<file path="src/rtl/pixel_array_controller_if.sv">
// Readout-side row handshake between the frame sequencer and the readout buffer.
// Latency: none, this interface only groups wires.
// Backpressure: the consumer holds rd_ready low to keep the current row presented.
interface pixel_array_controller_if #(
  parameter int H  = 2,
  parameter int RW = (H > 1) ? $clog2(H) : 1
);
  logic [H-1:0]  READ_ROW;
  logic [RW-1:0] rd_row;
  logic          rd_valid;
  logic          rd_ready;

  // Sequencer side: presents rows, observes acceptance.
  modport master (
    output READ_ROW,
    output rd_row,
    output rd_valid,
    input  rd_ready
  );

  // Readout buffer side: observes rows, accepts them.
  modport slave (
    input  READ_ROW,
    input  rd_row,
    input  rd_valid,
    output rd_ready
  );
endinterface

</file>
<file path="src/rtl/pixel_array_controller.sv">
// Frame sequencer: ERASE -> EXPOSE -> CONVERT (256-step ramp) -> per-row READ, one frame per start.
// Latency: ERASE rises the cycle after start; frame = ERASE_CYCLES + T + 256 + H*(READ_SETTLE+1) with rd_ready high.
// Backpressure: a presented row (rd_valid) is held, select unchanged, until rd_ready; abort wins over everything.
module pixel_array_controller #(
  parameter int PIXEL_ARRAY_HEIGHT = 2,
  parameter int ERASE_CYCLES       = 5,
  parameter int READ_SETTLE        = 2
) (
  input  logic                     clk,
  input  logic                     reset,
  input  logic                     start,
  input  logic [7:0]               expose_time,
  input  logic                     abort,
  output logic                     ERASE,
  output logic                     EXPOSE,
  output logic                     RAMP,
  output logic [7:0]               COUNTER,
  output logic                     busy,
  output logic                     frame_done,
  pixel_array_controller_if.master rd
);

  localparam int H  = PIXEL_ARRAY_HEIGHT;
  localparam int RW = (H > 1) ? $clog2(H) : 1;

  // One shared phase counter covers erase length, exposure length and row settle.
  localparam int MAX_A = (ERASE_CYCLES > READ_SETTLE) ? ERASE_CYCLES : READ_SETTLE;
  localparam int MAX_C = (MAX_A > 255) ? MAX_A : 255;
  localparam int CW    = $clog2(MAX_C + 1);

  typedef enum logic [2:0] {
    S_IDLE,
    S_ERASE,
    S_EXPOSE,
    S_CONVERT,
    S_READ
  } state_t;

  state_t        state_q;
  logic [CW-1:0] cnt_q;
  logic [7:0]    exp_q;
  logic          erase_q;
  logic          expose_q;
  logic          ramp_q;
  logic [7:0]    counter_q;
  logic [H-1:0]  read_row_q;
  logic [RW-1:0] rd_row_q;
  logic          rd_valid_q;
  logic          frame_done_q;

  // Frame sequencer: state, phase counters and every output are registered here.
  always_ff @(posedge clk or negedge reset) begin
    if (!reset) begin
      state_q      <= S_IDLE;
      cnt_q        <= '0;
      exp_q        <= '0;
      erase_q      <= 1'b0;
      expose_q     <= 1'b0;
      ramp_q       <= 1'b0;
      counter_q    <= '0;
      read_row_q   <= '0;
      rd_row_q     <= '0;
      rd_valid_q   <= 1'b0;
      frame_done_q <= 1'b0;
    end else begin
      // frame_done is a single-cycle pulse unless the last row handshake re-asserts it.
      frame_done_q <= 1'b0;
      if (abort && (state_q != S_IDLE)) begin
        // Abandon the frame: every control drops at once and no completion is reported.
        state_q    <= S_IDLE;
        cnt_q      <= '0;
        erase_q    <= 1'b0;
        expose_q   <= 1'b0;
        ramp_q     <= 1'b0;
        counter_q  <= '0;
        read_row_q <= '0;
        rd_row_q   <= '0;
        rd_valid_q <= 1'b0;
      end else begin
        case (state_q)
          S_IDLE: begin
            if (start) begin
              state_q <= S_ERASE;
              erase_q <= 1'b1;
              cnt_q   <= CW'(1);
              // A zero exposure still gets one EXPOSE cycle so the phase is never skipped.
              exp_q   <= (expose_time == 8'd0) ? 8'd1 : expose_time;
            end
          end

          S_ERASE: begin
            if (cnt_q == CW'(ERASE_CYCLES)) begin
              // Hand straight over to exposure with no dead cycle in between.
              state_q  <= S_EXPOSE;
              erase_q  <= 1'b0;
              expose_q <= 1'b1;
              cnt_q    <= CW'(1);
            end else begin
              cnt_q <= cnt_q + CW'(1);
            end
          end

          S_EXPOSE: begin
            if (cnt_q == CW'(exp_q)) begin
              state_q   <= S_CONVERT;
              expose_q  <= 1'b0;
              ramp_q    <= 1'b1;
              counter_q <= 8'd0;
              cnt_q     <= '0;
            end else begin
              cnt_q <= cnt_q + CW'(1);
            end
          end

          S_CONVERT: begin
            // COUNTER itself times the ramp; it stops at 255 instead of wrapping.
            if (counter_q == 8'd255) begin
              state_q    <= S_READ;
              ramp_q     <= 1'b0;
              counter_q  <= 8'd0;
              read_row_q <= H'(1);
              rd_row_q   <= '0;
              rd_valid_q <= 1'b0;
              cnt_q      <= CW'(1);
            end else begin
              counter_q <= counter_q + 8'd1;
            end
          end

          S_READ: begin
            if (rd_valid_q) begin
              // Row is presented; only an accepting consumer moves us on.
              if (rd.rd_ready) begin
                rd_valid_q <= 1'b0;
                if (rd_row_q == RW'(H - 1)) begin
                  state_q      <= S_IDLE;
                  read_row_q   <= '0;
                  rd_row_q     <= '0;
                  cnt_q        <= '0;
                  frame_done_q <= 1'b1;
                end else begin
                  read_row_q <= read_row_q << 1;
                  rd_row_q   <= rd_row_q + RW'(1);
                  cnt_q      <= CW'(1);
                end
              end
            end else if (cnt_q == CW'(READ_SETTLE)) begin
              // Settle time elapsed: the row's data is stable, present it.
              rd_valid_q <= 1'b1;
            end else begin
              cnt_q <= cnt_q + CW'(1);
            end
          end

          default: begin
            state_q <= S_IDLE;
          end
        endcase
      end
    end
  end

  assign ERASE       = erase_q;
  assign EXPOSE      = expose_q;
  assign RAMP        = ramp_q;
  assign COUNTER     = counter_q;
  assign frame_done  = frame_done_q;
  assign busy        = (state_q != S_IDLE);
  assign rd.READ_ROW = read_row_q;
  assign rd.rd_row   = rd_row_q;
  assign rd.rd_valid = rd_valid_q;

endmodule

</file>
<file path="src/flat_wrapper.sv">
// flat-port wrapper written by rule: the top's interface ports become plain ports
module pixel_array_controller_flat 
#(
  parameter int PIXEL_ARRAY_HEIGHT = 2,
  parameter int ERASE_CYCLES       = 5,
  parameter int READ_SETTLE        = 2
)
  (clk, reset, start, expose_time, abort, ERASE, EXPOSE, RAMP, COUNTER, busy, frame_done, rd_READ_ROW, rd_rd_row, rd_rd_valid, rd_rd_ready);
  pixel_array_controller_if #(.H(2)) rd_i ();
  input  logic clk;
  input  logic reset;
  input  logic start;
  input  logic [7:0] expose_time;
  input  logic abort;
  output logic ERASE;
  output logic EXPOSE;
  output logic RAMP;
  output logic [7:0] COUNTER;
  output logic busy;
  output logic frame_done;
  output wire logic [$bits(rd_i.READ_ROW)-1:0] rd_READ_ROW;
  output wire logic [$bits(rd_i.rd_row)-1:0] rd_rd_row;
  output wire logic [$bits(rd_i.rd_valid)-1:0] rd_rd_valid;
  input wire logic [$bits(rd_i.rd_ready)-1:0] rd_rd_ready;
  assign rd_READ_ROW = rd_i.READ_ROW;
  assign rd_rd_row = rd_i.rd_row;
  assign rd_rd_valid = rd_i.rd_valid;
  assign rd_i.rd_ready = rd_rd_ready;
  pixel_array_controller #(.PIXEL_ARRAY_HEIGHT(PIXEL_ARRAY_HEIGHT), .ERASE_CYCLES(ERASE_CYCLES), .READ_SETTLE(READ_SETTLE)) u_core (.clk(clk), .reset(reset), .start(start), .expose_time(expose_time), .abort(abort), .ERASE(ERASE), .EXPOSE(EXPOSE), .RAMP(RAMP), .COUNTER(COUNTER), .busy(busy), .frame_done(frame_done), .rd(rd_i));
endmodule
</file>
<file path="config.mk">
export PLATFORM = sky130hd
export DESIGN_NAME = pixel_array_controller_flat
export DESIGN_NICKNAME = d
export VERILOG_FILES = /design/src/rtl/pixel_array_controller_if.sv /design/src/rtl/pixel_array_controller.sv /design/src/flat_wrapper.sv
export SDC_FILE = /design/constraint.sdc
export NUM_CORES = 1
export LEC_CHECK = 0
export BUFFER_PORTS_ARGS = -buffer_cell sky130_fd_sc_hd__buf_4
export CAP_MARGIN = 20
export CELL_PAD_IN_SITES_DETAIL_PLACEMENT = 0
export CELL_PAD_IN_SITES_GLOBAL_PLACEMENT = 1
export CORE_MARGIN = 1.5
export CORE_UTILIZATION = 35
export DETAILED_ROUTE_END_ITERATION = 10
export HOLD_SLACK_MARGIN = 0.15
export PLACE_DENSITY_LB_ADDON = 0.1
export SETUP_SLACK_MARGIN = 0.1
export SLEW_MARGIN = 20
export SYNTH_ARGS = -nofsm -noshare
export SYNTH_HDL_FRONTEND = slang
export SYNTH_SLANG_ARGS = --single-unit
</file>
<file path="constraint.sdc">
create_clock -name clk -period 2.17 [get_ports clk]
set_input_delay 0.217 -clock clk [delete_from_list [all_inputs] [get_ports clk]]
set_output_delay 0.217 -clock clk [all_outputs]
set_load 0.005 [all_outputs]
</file>
Yosys cells after proc, flatten, opt, wreduce, memory -nomap -nowiden
Index checks and enable logic that the tools add are counted.

word-level totals
  register bits = 35
  input port bits = 13
  output and inout bits = 17
  logic and storage cells = 107

operators by class
  add/sub/neg operators = 3
  eq/ne operators = 17
  mux-type cells = 57
  bitwise gates (word level) = 1
  reduce and logical (&&, ||, !) cells = 18

operators with widths
  cell                   count
  $mux W8                12
  $pmux W8 S5            1
  $mux W3                8
  $mux W1                23
  $add A8 B1 Y8 const B  2
  $pmux W8 S2            1
  $ne A3 B1 Y1 const B   5
  $pmux W3 S5            1
  $reduce_bool A3 Y1     5
  $reduce_and A3 Y1      4
  $mux W2                5
  $pmux W1 S2            5
  $eq A8 B2 Y1 const B   1
  $eq A8 B3 Y1 const B   1
  $eq A8 B8 Y1           1
  $eq A8 B8 Y1 const B   1
  $logic_not A8 Y1       1
  $reduce_and A7 Y1      1
  $eq A3 B2 Y1 const B   2
  $ne A3 B2 Y1 const B   2
  $reduce_bool A6 Y1     1
  $reduce_and A5 Y1      1
  $ne A4 B2 Y1 const B   1
  $ne A4 B4 Y1 const B   1
  other kinds (9)        10

Longest topological paths before layout
Gate-level depths: netlist (run 1).

  depth after elaboration = 6
  mapped depth = 8
  mapped depth without buffers = 8

Least setup slack after synthesis (run 1)
No wires, ideal clock.

  path type = flip-flop to flip-flop
  start = register u_core.cnt_q[0]
  end = register u_core.cnt_q[0]
  library setup time = 121 ps
  arrival = 1852 ps
  data required time = 2049 ps
  slack = 197 ps
  stages on the path, launching flop included = 9
  buffers on the path = 1
  clock period less this slack = 1973 ps
  cells stage by stage = dfrtp_1 > inv_1 > ha_1 > or4b_1 > nor4_1 > a2111o_1 > buf_6 > nor2_1 > a22o_1

on the way
  cells in the longest elaborated chain, start to end = 5
  elaborated cells on any way between the ends = 12
  classes of those cells = add/sub: 1; eq/ne: 4; mux: 6; reduce/logical: 1

ends and longest elaborated chain
  what                      line                                                                                        RTL
  start: declaration        pixel_array_controller.sv:40                                                                logic [CW-1:0] cnt_q;
  start signal: assignment  pixel_array_controller.sv:99                                                                cnt_q <= cnt_q + CW'(1);
  start signal: assignment  pixel_array_controller.sv:111                                                               cnt_q <= cnt_q + CW'(1);
  start signal: assignment  pixel_array_controller.sv:151                                                               cnt_q <= cnt_q + CW'(1);
  $add A8 B1 Y8             pixel_array_controller.sv:99, pixel_array_controller.sv:111, pixel_array_controller.sv:151
  $mux W8                   pixel_array_controller.sv:147                                                               end else if (cnt_q == CW'(READ_SETTLE)) begin
  $mux W8                   pixel_array_controller.sv:131                                                               if (rd_valid_q) begin
  $pmux W8 S5               pixel_array_controller.sv:80                                                                case (state_q)
  $mux W8                   pixel_array_controller.sv:68                                                                if (abort && (state_q != S_IDLE)) begin

Parallel ways exist; a longest one is shown, timed or not. The select of a mux whose other input is x is not followed.
A chain may end at the register's enable or synchronous reset.

Worst setup path in the final report (run 1)
  start = register u_core.state_q[2]
  end = register u_core.cnt_q[2]

on the way
  cells in the longest elaborated chain, start to end = 4
  elaborated cells on any way between the ends = 15
  classes of those cells = eq/ne: 8; mux: 2; reduce/logical: 5

ends and longest elaborated chain
  what                                            line                          RTL
  start: declaration                              pixel_array_controller.sv:39  state_t state_q;
  start signal: assignment                        pixel_array_controller.sv:54  state_q <= S_IDLE;
  start signal: assignment                        pixel_array_controller.sv:70  state_q <= S_IDLE;
  start signal: assignment                        pixel_array_controller.sv:83  state_q <= S_ERASE;
  $reduce_bool A3 Y1                              pixel_array_controller.sv:68
  $logic_and A1 B1 Y1                             pixel_array_controller.sv:68
  $ne A4 B2 Y1 (no line) (tied with other cells)  -
  $reduce_and A5 Y1 (no line)                     -

Parallel ways exist; a longest one is shown, timed or not.

==> flow_metrics.env, run 1 <==
export IMPL_status="complete, no violations"
export IMPL_grt_overflow_total=0
export IMPL_hpwl_um=3690
export IMPL_setup_tns_ns=0
export IMPL_synthAdderAreaFrac_pct=2.47
export IMPL_finalWirelength_um=5020
export IMPL_ctsRootBufferMaster="clkbuf_8"
export IMPL_critPathMaxStageDelay_ns=0.49
export IMPL_max_freq_mhz=495
export IMPL_start_util_pct=36.6
export IMPL_drc_errors=0
export IMPL_synth_area_sq_um=2030
export IMPL_worst_setup_path_type="reg -> reg"
export IMPL_min_to="u_core.exp_q[7]"
export IMPL_coreArea_sq_um=5540
export IMPL_critPathSlowestCell="a221o_4"
export IMPL_syn_inst=213
export IMPL_viasPerCell=5.26
export IMPL_synth_mux_area_share_pct=5.43
export IMPL_min_path_type="in -> reg"
export IMPL_post_drt_wl_per_cell_um=14.4
export IMPL_synth_async_sr_flop_share_pct=100
export IMPL_stdcell_count=348
export IMPL_crit_fanout=8
export IMPL_grt_max_degree=36
export IMPL_rsz0062_at_grt="yes"
export IMPL_worstPathRequired_ns=2.40
export IMPL_tritoncts="built"
export IMPL_dr_pass1_iters=4
export IMPL_vias=1829
export IMPL_synth_top_family_by_area="simple AND/OR/NAND/NOR gates"
export IMPL_dp_slack_ns=0.0704
export IMPL_ys_types=47
export IMPL_cts_made_buffers=5
export IMPL_finalWorstSetupSlack_ns=0.151
export IMPL_dp_cells=333
export IMPL_synth_xor_area_share_pct=3.45
export IMPL_synthFlopType="dfrtp_1"
export IMPL_cts_sink_count=35
export IMPL_die_h_um=79.1
export IMPL_synth_top_area_share_pct=43.2
export IMPL_setup_worst_path_start_class="flop"
export IMPL_reg2reg_slack_ns=0.15
export IMPL_cap_violations=0
export IMPL_cts_max_path_buffers=2
export IMPL_post_route_period_util_pct=93.0
export IMPL_vdd_drop_max_uv=333
export IMPL_layout_drive_gt1_share_pct=35.9
export IMPL_die_area_sq_um=6260
export IMPL_die_x_um=79.1
export IMPL_worst_pin_slew_ns=0.459
export IMPL_whs_ns=0.166
export IMPL_reg2reg_depth=6
export IMPL_synthToLayoutAreaGrowth_pct=32.9
export IMPL_synthTopCellsByArea="dfrtp_1 (43%), o21ai_0 (4.9%), mux2_2 (4.4%)"
export IMPL_whs_path_depth=2
export IMPL_clkLatencyLatePin_ns=0.29
export IMPL_io_buffers=29
export IMPL_power_leakage_nw=1.24
export IMPL_r2r_start="u_core.state_q[2]"
export IMPL_synth_edf_count=0
export IMPL_ys_seq_elements=35
export IMPL_total_power_mw=1.67
export IMPL_crit_family="compound AO/OA/AOI/OAI gates"
export IMPL_power_density_nw_per_um2=620
export IMPL_fillerInstances=562
export IMPL_synthSimpleGateAreaFrac_pct=21.7
export IMPL_antenna_cells=0
export IMPL_worstPathArrival_ns=2.25
export IMPL_skew_ns=0.00484
export IMPL_utilization_pct=48.7
export IMPL_finalNetCount=292
export IMPL_rows=27
export IMPL_worst_r2r_endpoint="u_core.cnt_q[2]"
export IMPL_mostFrequentLayoutCell="buf_4"
export IMPL_report_final_slew_viol_count=0
export IMPL_antenna_found_initial=0
export IMPL_crit_chain="buf_4 > or3b_4 > o22a_1 > a221o_4 > nor4_2 > a21o_1"
export IMPL_seq_area_sq_um=878
export IMPL_yosysWarnings=0
export IMPL_multi_input_area_sq_um=1110
export IMPL_hold_start="expose_time[7]"
export IMPL_hold_viol=0
export IMPL_grt_pass1_wl_um=8410
export IMPL_gp_congestion=0.889
export IMPL_layout_min_cycle_time_ns=2.02
export IMPL_final_cell_mix="buf_4 (61), dfrtp_1 (33), o21ai_0 (20)"
export IMPL_worst_setup_path_end_kind="flop"
export IMPL_clk_pin_slew_ns=0.07
export IMPL_syn_num_nets=230
export IMPL_relSlewSlack_pct=69.4
export IMPL_yosysTopAreaCell="dfrtp_1"
export IMPL_setup_violations=0
export IMPL_cts_htree_levels=2
export IMPL_ant_nets=0
export IMPL_drt_iter0_drc=78
export IMPL_ios=30
export IMPL_grt_pass1_vias=1723
export IMPL_grt_total_usage_pct=17.6
export IMPL_ys_seq_area_share_pct=43.2
export IMPL_synth_compound_area_share_pct=19.6
export IMPL_crit_buf_inv=1
export IMPL_dpl_instance_area_sq_um=2500
export IMPL_fin_area_sq_um=2700
export IMPL_avgSynthCellArea_sq_um=9.53
[cell usage after synthesis, types with 2 or more instances]
cell type,n
a21o_1,4
a21oi_1,15
a22o_1,2
a31oi_1,5
and2_1,2
and3_1,5
buf_2,4
buf_6,2
dfrtp_1,35
ha_1,4
inv_1,8
mux2_2,8
mux2i_1,2
nand2_1,18
nand2b_1,4
nand3_1,9
nand4_1,3
nor2_1,15
nor2_2,2
nor2b_1,2
nor3_1,5
nor4_1,3
o21ai_0,20
o21ai_1,2
o31ai_1,2
or2_2,2
or3_1,2
or4b_1,2
xnor2_1,8
[how the worst max path moves through the flow]
stage / start / endpoint / slack, ns / cells past startpoint
2_1_floorplan: u_core.cnt_q[0] / u_core.cnt_q[0] / 0.20 / 8
3_3_place_gp: u_core.state_q[2] / u_core.cnt_q[2] / 0.08 / 6
3_5_place_dp: u_core.COUNTER[0] / u_core.cnt_q[5] / 0.07 / 8
4_1_cts: u_core.COUNTER[0] / u_core.cnt_q[5] / 0.08 / 8
5_1_grt: u_core.state_q[2] / u_core.cnt_q[1] / 0.07 / 5
6_report: u_core.state_q[2] / u_core.cnt_q[2] / 0.15 / 6
[what timing repair did]
item,CTS,global route
resized for setup,2,9
pin swaps,0,5
buffers inserted,0,6
endpoints found under the hold margin,35,0
cloned,0,0
hold buffers,1,0
setup endpoints to repair,3,8
[state kept, by name, indices dropped and copies added, names as in the netlist]
register and cells:
u_core.EXPOSE 1, u_core.frame_done 1, u_core.exp_q 8, u_core.cnt_q 8, u_core.state_q 3, u_core.rd.READ_ROW 2, u_core.RAMP 1, u_core.ERASE 1
u_core.rd.rd_valid 1, u_core.rd.rd_row 1, u_core.COUNTER 8
[layout make-up]
class	count	area share, %
multi-input cells	162	41.2
inverters	8	1.11
well taps	72	3.34
flip-flops and latches	35	32.6
repair buffers	63	18.1
clock buffers	8	3.71
[where the power goes]
group	total (mW)	switching [mW]	internal [mW]
registers	0.771	0.0520	0.719
logic	0.376	0.176	0.200
clock network	0.527	0.237	0.290
total	1.67	0.465	1.21
[per-layer routing]
layer | GRT usage, % | vias to the layer above | part of all wire (%)
met2 | 28.6 | 49 | 48
li1 | - | 900 | -
met3 | 3.68 | 9 | 5.2
met1 | 22.9 | 871 | 46
met5 | 0 | - | 0
met4 | 6.84 | 0 | 1.5
[cell families after synthesis]
logic type / Yosys count
simple gates: 79
fa+ha+maj: 4
flops: 35
compound gates: 61
mux: 10
buf+inv: 16
xor+xnor: 8
No activity file was read; power rests on OpenSTA's default activity.
==> run 2, diff against run 1 <==
- RECOVER_POWER: not set -> 100
==> flow_metrics.env, run 2 (synthesis results as in run 1) <==
export IMPL_coreArea_sq_um=5540
export IMPL_drc_errors=0
export IMPL_worst_setup_path_end_kind="flop"
export IMPL_report_final_slew_viol_count=0
export IMPL_start_util_pct=36.6
export IMPL_mostFrequentLayoutCell="buf_4"
export IMPL_finalNetCount=292
export IMPL_dpl_instance_area_sq_um=2500
export IMPL_worst_setup_path_type="reg -> reg"
export IMPL_vias=1823
export IMPL_io_buffers=29
export IMPL_grt_pass1_vias=1723
export IMPL_cts_htree_levels=2
export IMPL_multi_input_area_sq_um=1100
export IMPL_drt_iter0_drc=79
export IMPL_hold_viol=0
export IMPL_setup_tns_ns=0
export IMPL_antenna_found_initial=0
export IMPL_grt_overflow_total=0
export IMPL_synthToLayoutAreaGrowth_pct=30.1
export IMPL_gp_congestion=0.889
export IMPL_rsz0062_at_grt="yes"
export IMPL_rows=27
export IMPL_max_freq_mhz=488
export IMPL_post_drt_wl_per_cell_um=14.4
export IMPL_seq_area_sq_um=876
export IMPL_relSlewSlack_pct=40.0
export IMPL_layout_drive_gt1_share_pct=31.2
export IMPL_cts_sink_count=35
export IMPL_worstPathArrival_ns=2.28
export IMPL_cap_violations=0
export IMPL_power_density_nw_per_um2=632
export IMPL_grt_pass1_wl_um=8410
export IMPL_ios=30
export IMPL_post_route_period_util_pct=94.5
export IMPL_fillerInstances=570
export IMPL_clkLatencyLatePin_ns=0.29
export IMPL_dr_pass1_iters=4
export IMPL_skew_ns=0.00649
export IMPL_power_leakage_nw=1.19
export IMPL_worstPathRequired_ns=2.40
export IMPL_grt_total_usage_pct=17.6
export IMPL_die_h_um=79.1
export IMPL_hpwl_um=3690
export IMPL_ctsRootBufferMaster="clkbuf_8"
export IMPL_tritoncts="built"
export IMPL_cts_made_buffers=5
export IMPL_clk_pin_slew_ns=0.07
export IMPL_status="complete, no violations"
export IMPL_cts_max_path_buffers=2
export IMPL_ant_nets=0
export IMPL_vdd_drop_max_uv=333
export IMPL_die_area_sq_um=6260
export IMPL_setup_violations=0
export IMPL_die_x_um=79.1
export IMPL_antenna_cells=0
export IMPL_fin_area_sq_um=2640
export IMPL_setup_worst_path_start_class="flop"
export IMPL_finalWirelength_um=5000
export IMPL_crit_fanout=14
export IMPL_viasPerCell=5.24
export IMPL_worst_pin_slew_ns=0.900
export IMPL_min_path_type="in -> reg"
export IMPL_layout_min_cycle_time_ns=2.05
export IMPL_grt_max_degree=36
export IMPL_final_cell_mix="buf_4 (37), dfrtp_1 (35), o21ai_0 (21)"
## run 2: changes by cell type in the layout (fill, tap and decap cells not counted)
cell      delta
dfrtp_2      -2
nor4_4       -1
a21oi_2      -1
nor4_2       +1
clkbuf_4    +12
clkbuf_1    +10
and2_1       -1
buf_4       -24
o21ai_0      +1
dfrtp_1      +2
clkbuf_2     +2
and2_0       +1
o21ai_1      -1
a21oi_1      +1
## run 2: path summary, 6_finish.rpt
kind                                   start                end  slack (ns)  depth (start not counted)
setup reg to reg           u_core.state_q[2]    u_core.cnt_q[5]        0.12                          7
min in group asynchronous              reset  u_core.frame_done        0.58                          2
hold reg to reg                 u_core.ERASE       u_core.ERASE        0.51                          2
hold / removal                expose_time[7]    u_core.exp_q[7]        0.17                          2
setup / recovery           u_core.state_q[2]    u_core.cnt_q[5]        0.12                          7
max in group asynchronous              reset        u_core.RAMP        1.03                          2
## run 2: timing repair
action	4_1_cts	5_1_grt
resized for setup	2	9
hold endpoints to repair	35	0
pin swaps	0	5
setup endpoints to repair	3	8
setup buffers	0	6
hold buffers	1	0
gates cloned	0	0
## run 2: worst max-delay path, cell delays in order (launching register included)
cell and delay, ns:
dfrtp_1 0.47, and4bb_4 0.27, o21a_4 0.13, a2111o_1 0.38
buf_12 0.16, or3_1 0.34, a21oi_1 0.14, a21o_1 0.09
## run 2: per-layer routing
| layer | vias to the layer above | track usage (%) | share of wire [%] |
|---|---|---|---|
| met5 | - | 0 | 0 |
| met4 | 0 | 6.84 | 1.5 |
| met3 | 9 | 3.68 | 5.4 |
| met2 | 49 | 28.6 | 47 |
| met1 | 864 | 22.9 | 46 |
| li1 | 901 | - | - |
## run 2: area by class of cell
type | count | area share [%]
well taps | 72 | 3.41
repair buffers | 63 | 16.9
flip-flops and latches | 35 | 33.2
clock buffers | 8 | 3.79
inverters | 8 | 1.14
multi-input cells | 162 | 41.6
## run 2: where the power goes
group / switching, mW / leakage [nW] / internal, mW
logic: 0.176 / 0.676 / 0.197
clock network: 0.237 / 0.0515 / 0.290
registers: 0.0517 / 0.460 / 0.718
total: 0.465 / 1.19 / 1.20
## run 2: through the flow
stage / hold slack [ns] / util, % / power [mW] / cells / setup slack (ns)
2_1_floorplan: -0.0786 / - / 1.00 / 213 / 0.197
3_3_place_gp: 0.207 / 45.1 / 1.15 / 333 / 0.0838
3_5_place_dp: 0.202 / 45.1 / 1.15 / 333 / 0.0704
4_1_cts: 0.159 / 47.2 / 1.68 / 342 / 0.0841
5_1_grt: 0.159 / 47.7 / 1.76 / 348 / 0.0373
6_report: 0.166 / 47.7 / 1.67 / 348 / 0.120
==> run 3, diff against run 2 <==
- clock period: 2.17 -> 1.8 ns (I/O delays scaled with it)
==> flow_metrics.env, run 3 (synthesis results as in run 1) <==
export IMPL_status="finished, violations left"
export IMPL_violations="negative setup slack"
export IMPL_worst_setup_path_type="reg -> reg"
export IMPL_ctsRootBufferMaster="clkbuf_8"
export IMPL_worst_setup_path_end_kind="flop"
export IMPL_reg2reg_depth=7
export IMPL_power_density_nw_per_um2=668
export IMPL_setup_violations=15
export IMPL_die_x_um=79.1
export IMPL_io_buffers=29
export IMPL_crit_family="simple AND/OR/NAND/NOR gates"
export IMPL_min_path_type="in -> reg"
export IMPL_grt_total_usage_pct=20.2
export IMPL_post_drt_wl_per_cell_um=15.4
export IMPL_setup_tns_ns=-1.67
export IMPL_antenna_found_initial=0
export IMPL_power_leakage_nw=1.59
export IMPL_cts_htree_levels=2
export IMPL_post_route_period_util_pct=113
export IMPL_viasPerCell=5.10
export IMPL_finalNetCount=346
export IMPL_hpwl_um=4000
export IMPL_grt_pass1_wl_um=9520
export IMPL_crit_buf_inv=2
export IMPL_hold_start="expose_time[0]"
export IMPL_relSlewSlack_pct=39.7
export IMPL_min_to="u_core.exp_q[0]"
export IMPL_start_util_pct=36.6
export IMPL_cts_max_path_buffers=2
export IMPL_report_final_slew_viol_count=0
export IMPL_cts_sink_count=35
export IMPL_cts_made_buffers=5
export IMPL_synthToLayoutAreaGrowth_pct=68.6
export IMPL_critPathMaxStageDelay_ns=0.51
export IMPL_ant_nets=0
export IMPL_gp_congestion=0.834
export IMPL_layout_drive_gt1_share_pct=53.6
export IMPL_utilization_pct=61.7
export IMPL_clk_pin_slew_ns=0.08
export IMPL_final_cell_mix="buf_4 (66), dfrtp_1 (33), buf_6 (24)"
export IMPL_r2r_start="u_core.state_q[2]"
export IMPL_finalWorstSetupSlack_ns=-0.227
export IMPL_tritoncts="built"
export IMPL_worstPathRequired_ns=1.98
export IMPL_rows=27
export IMPL_drc_errors=0
export IMPL_worst_r2r_endpoint="u_core.cnt_q[0]"
export IMPL_grt_overflow_total=0
export IMPL_drt_iter0_drc=120
export IMPL_hold_viol=0
export IMPL_ios=30
export IMPL_dp_cells=360
export IMPL_critPathSlowestCell="or4b_4"
export IMPL_clkLatencyLatePin_ns=0.30
export IMPL_dr_pass1_iters=6
export IMPL_total_power_mw=2.29
export IMPL_max_freq_mhz=493
export IMPL_layout_min_cycle_time_ns=2.03
export IMPL_stdcell_count=402
export IMPL_fillerInstances=493
export IMPL_vias=2050
export IMPL_rsz0062_at_grt="yes"
export IMPL_crit_fanout=8
export IMPL_cap_violations=0
export IMPL_finalWirelength_um=6200
export IMPL_crit_chain="or4b_4 > nor4_4 > a2111o_1 > buf_12 > buf_4 > nor2_1 > a22o_1"
export IMPL_mostFrequentLayoutCell="buf_4"
export IMPL_setup_worst_path_start_class="flop"
export IMPL_reg2reg_slack_ns=-0.23
export IMPL_antenna_cells=0
export IMPL_worst_pin_slew_ns=0.905
export IMPL_die_area_sq_um=6260
export IMPL_coreArea_sq_um=5540
export IMPL_whs_path_depth=3
export IMPL_grt_pass1_vias=1960
export IMPL_die_h_um=79.1
export IMPL_worstPathArrival_ns=2.21
export IMPL_grt_max_degree=36
export IMPL_vdd_drop_max_uv=586
export IMPL_skew_ns=0.00639
## run 3: cell types whose count changed in the layout (fill, tap and decap cells not counted), sizes merged
cell         before  now
buf              38   92
clkbuf           32   22
clkinv            0    3
dlygate4sd3       1    8
## run 3: through the flow
step	area (sq um)	setup slack (ns)	hold WS, ns
after floorplan	2050	-0.0986	-0.116
after global placement	2720	-0.148	0.171
after detailed placement	2720	-0.172	0.171
after CTS	3160	-0.169	0.150
after global routing	3420	-0.321	0.156
final	3420	-0.227	0.151
## run 3: timing repair
item	in CTS	in global routing
hold buffers	8	0
resized for setup	51	53
pin swaps	10	32
cloned	1	0
buffers inserted	12	13
endpoints found under the hold margin	42	0
endpoints found under the setup margin	23	33
## run 3: metal layers
metal	share of wire (%)	vias to the layer above	track usage, %
met5	0	-	0
met4	1.6	0	6.32
met3	3.5	11	4.14
met2	53	38	34.5
met1	42	996	25.4
li1	-	1005	-
## run 3: report_power, final
part           switching, mW  internal [mW]  leakage, nW
Sequential            0.0776          0.867        0.457
Combinational          0.314          0.460         1.08
Clock                  0.303          0.265       0.0477
## run 3: how the worst max path moves through the flow
stage	start	to	slack (ns)	cells past startpoint
after floorplan	u_core.cnt_q[0]	u_core.cnt_q[0]	-0.1	8
after global placement	u_core.COUNTER[1]	u_core.cnt_q[5]	-0.15	8
after detailed placement	u_core.COUNTER[1]	u_core.cnt_q[5]	-0.17	8
after CTS	u_core.state_q[0]	u_core.cnt_q[2]	-0.17	6
after global routing	u_core.state_q[2]	u_core.cnt_q[3]	-0.32	8
final	u_core.state_q[2]	u_core.cnt_q[0]	-0.23	7
## run 3: final cells by class
| type | count | area [sq um] | area share (%) |
|---|---|---|---|
| Sequential cell | 35 | 878 | 25.7 |
| Clock inverter | 3 | 15.0 | 0.439 |
| Multi-Input combinational cell | 162 | 1360 | 39.8 |
| Timing Repair Buffer | 117 | 976 | 28.5 |
| Tap cell | 72 | 90.1 | 2.63 |
| Inverter | 8 | 32.5 | 0.951 |
| Clock buffer | 5 | 68.8 | 2.01 |
## run 3: tightest hold or removal path, cell delays in order
cell and delay [ns]:
buf_4 0.08, a21oi_1 0.03, a21oi_1 0.12
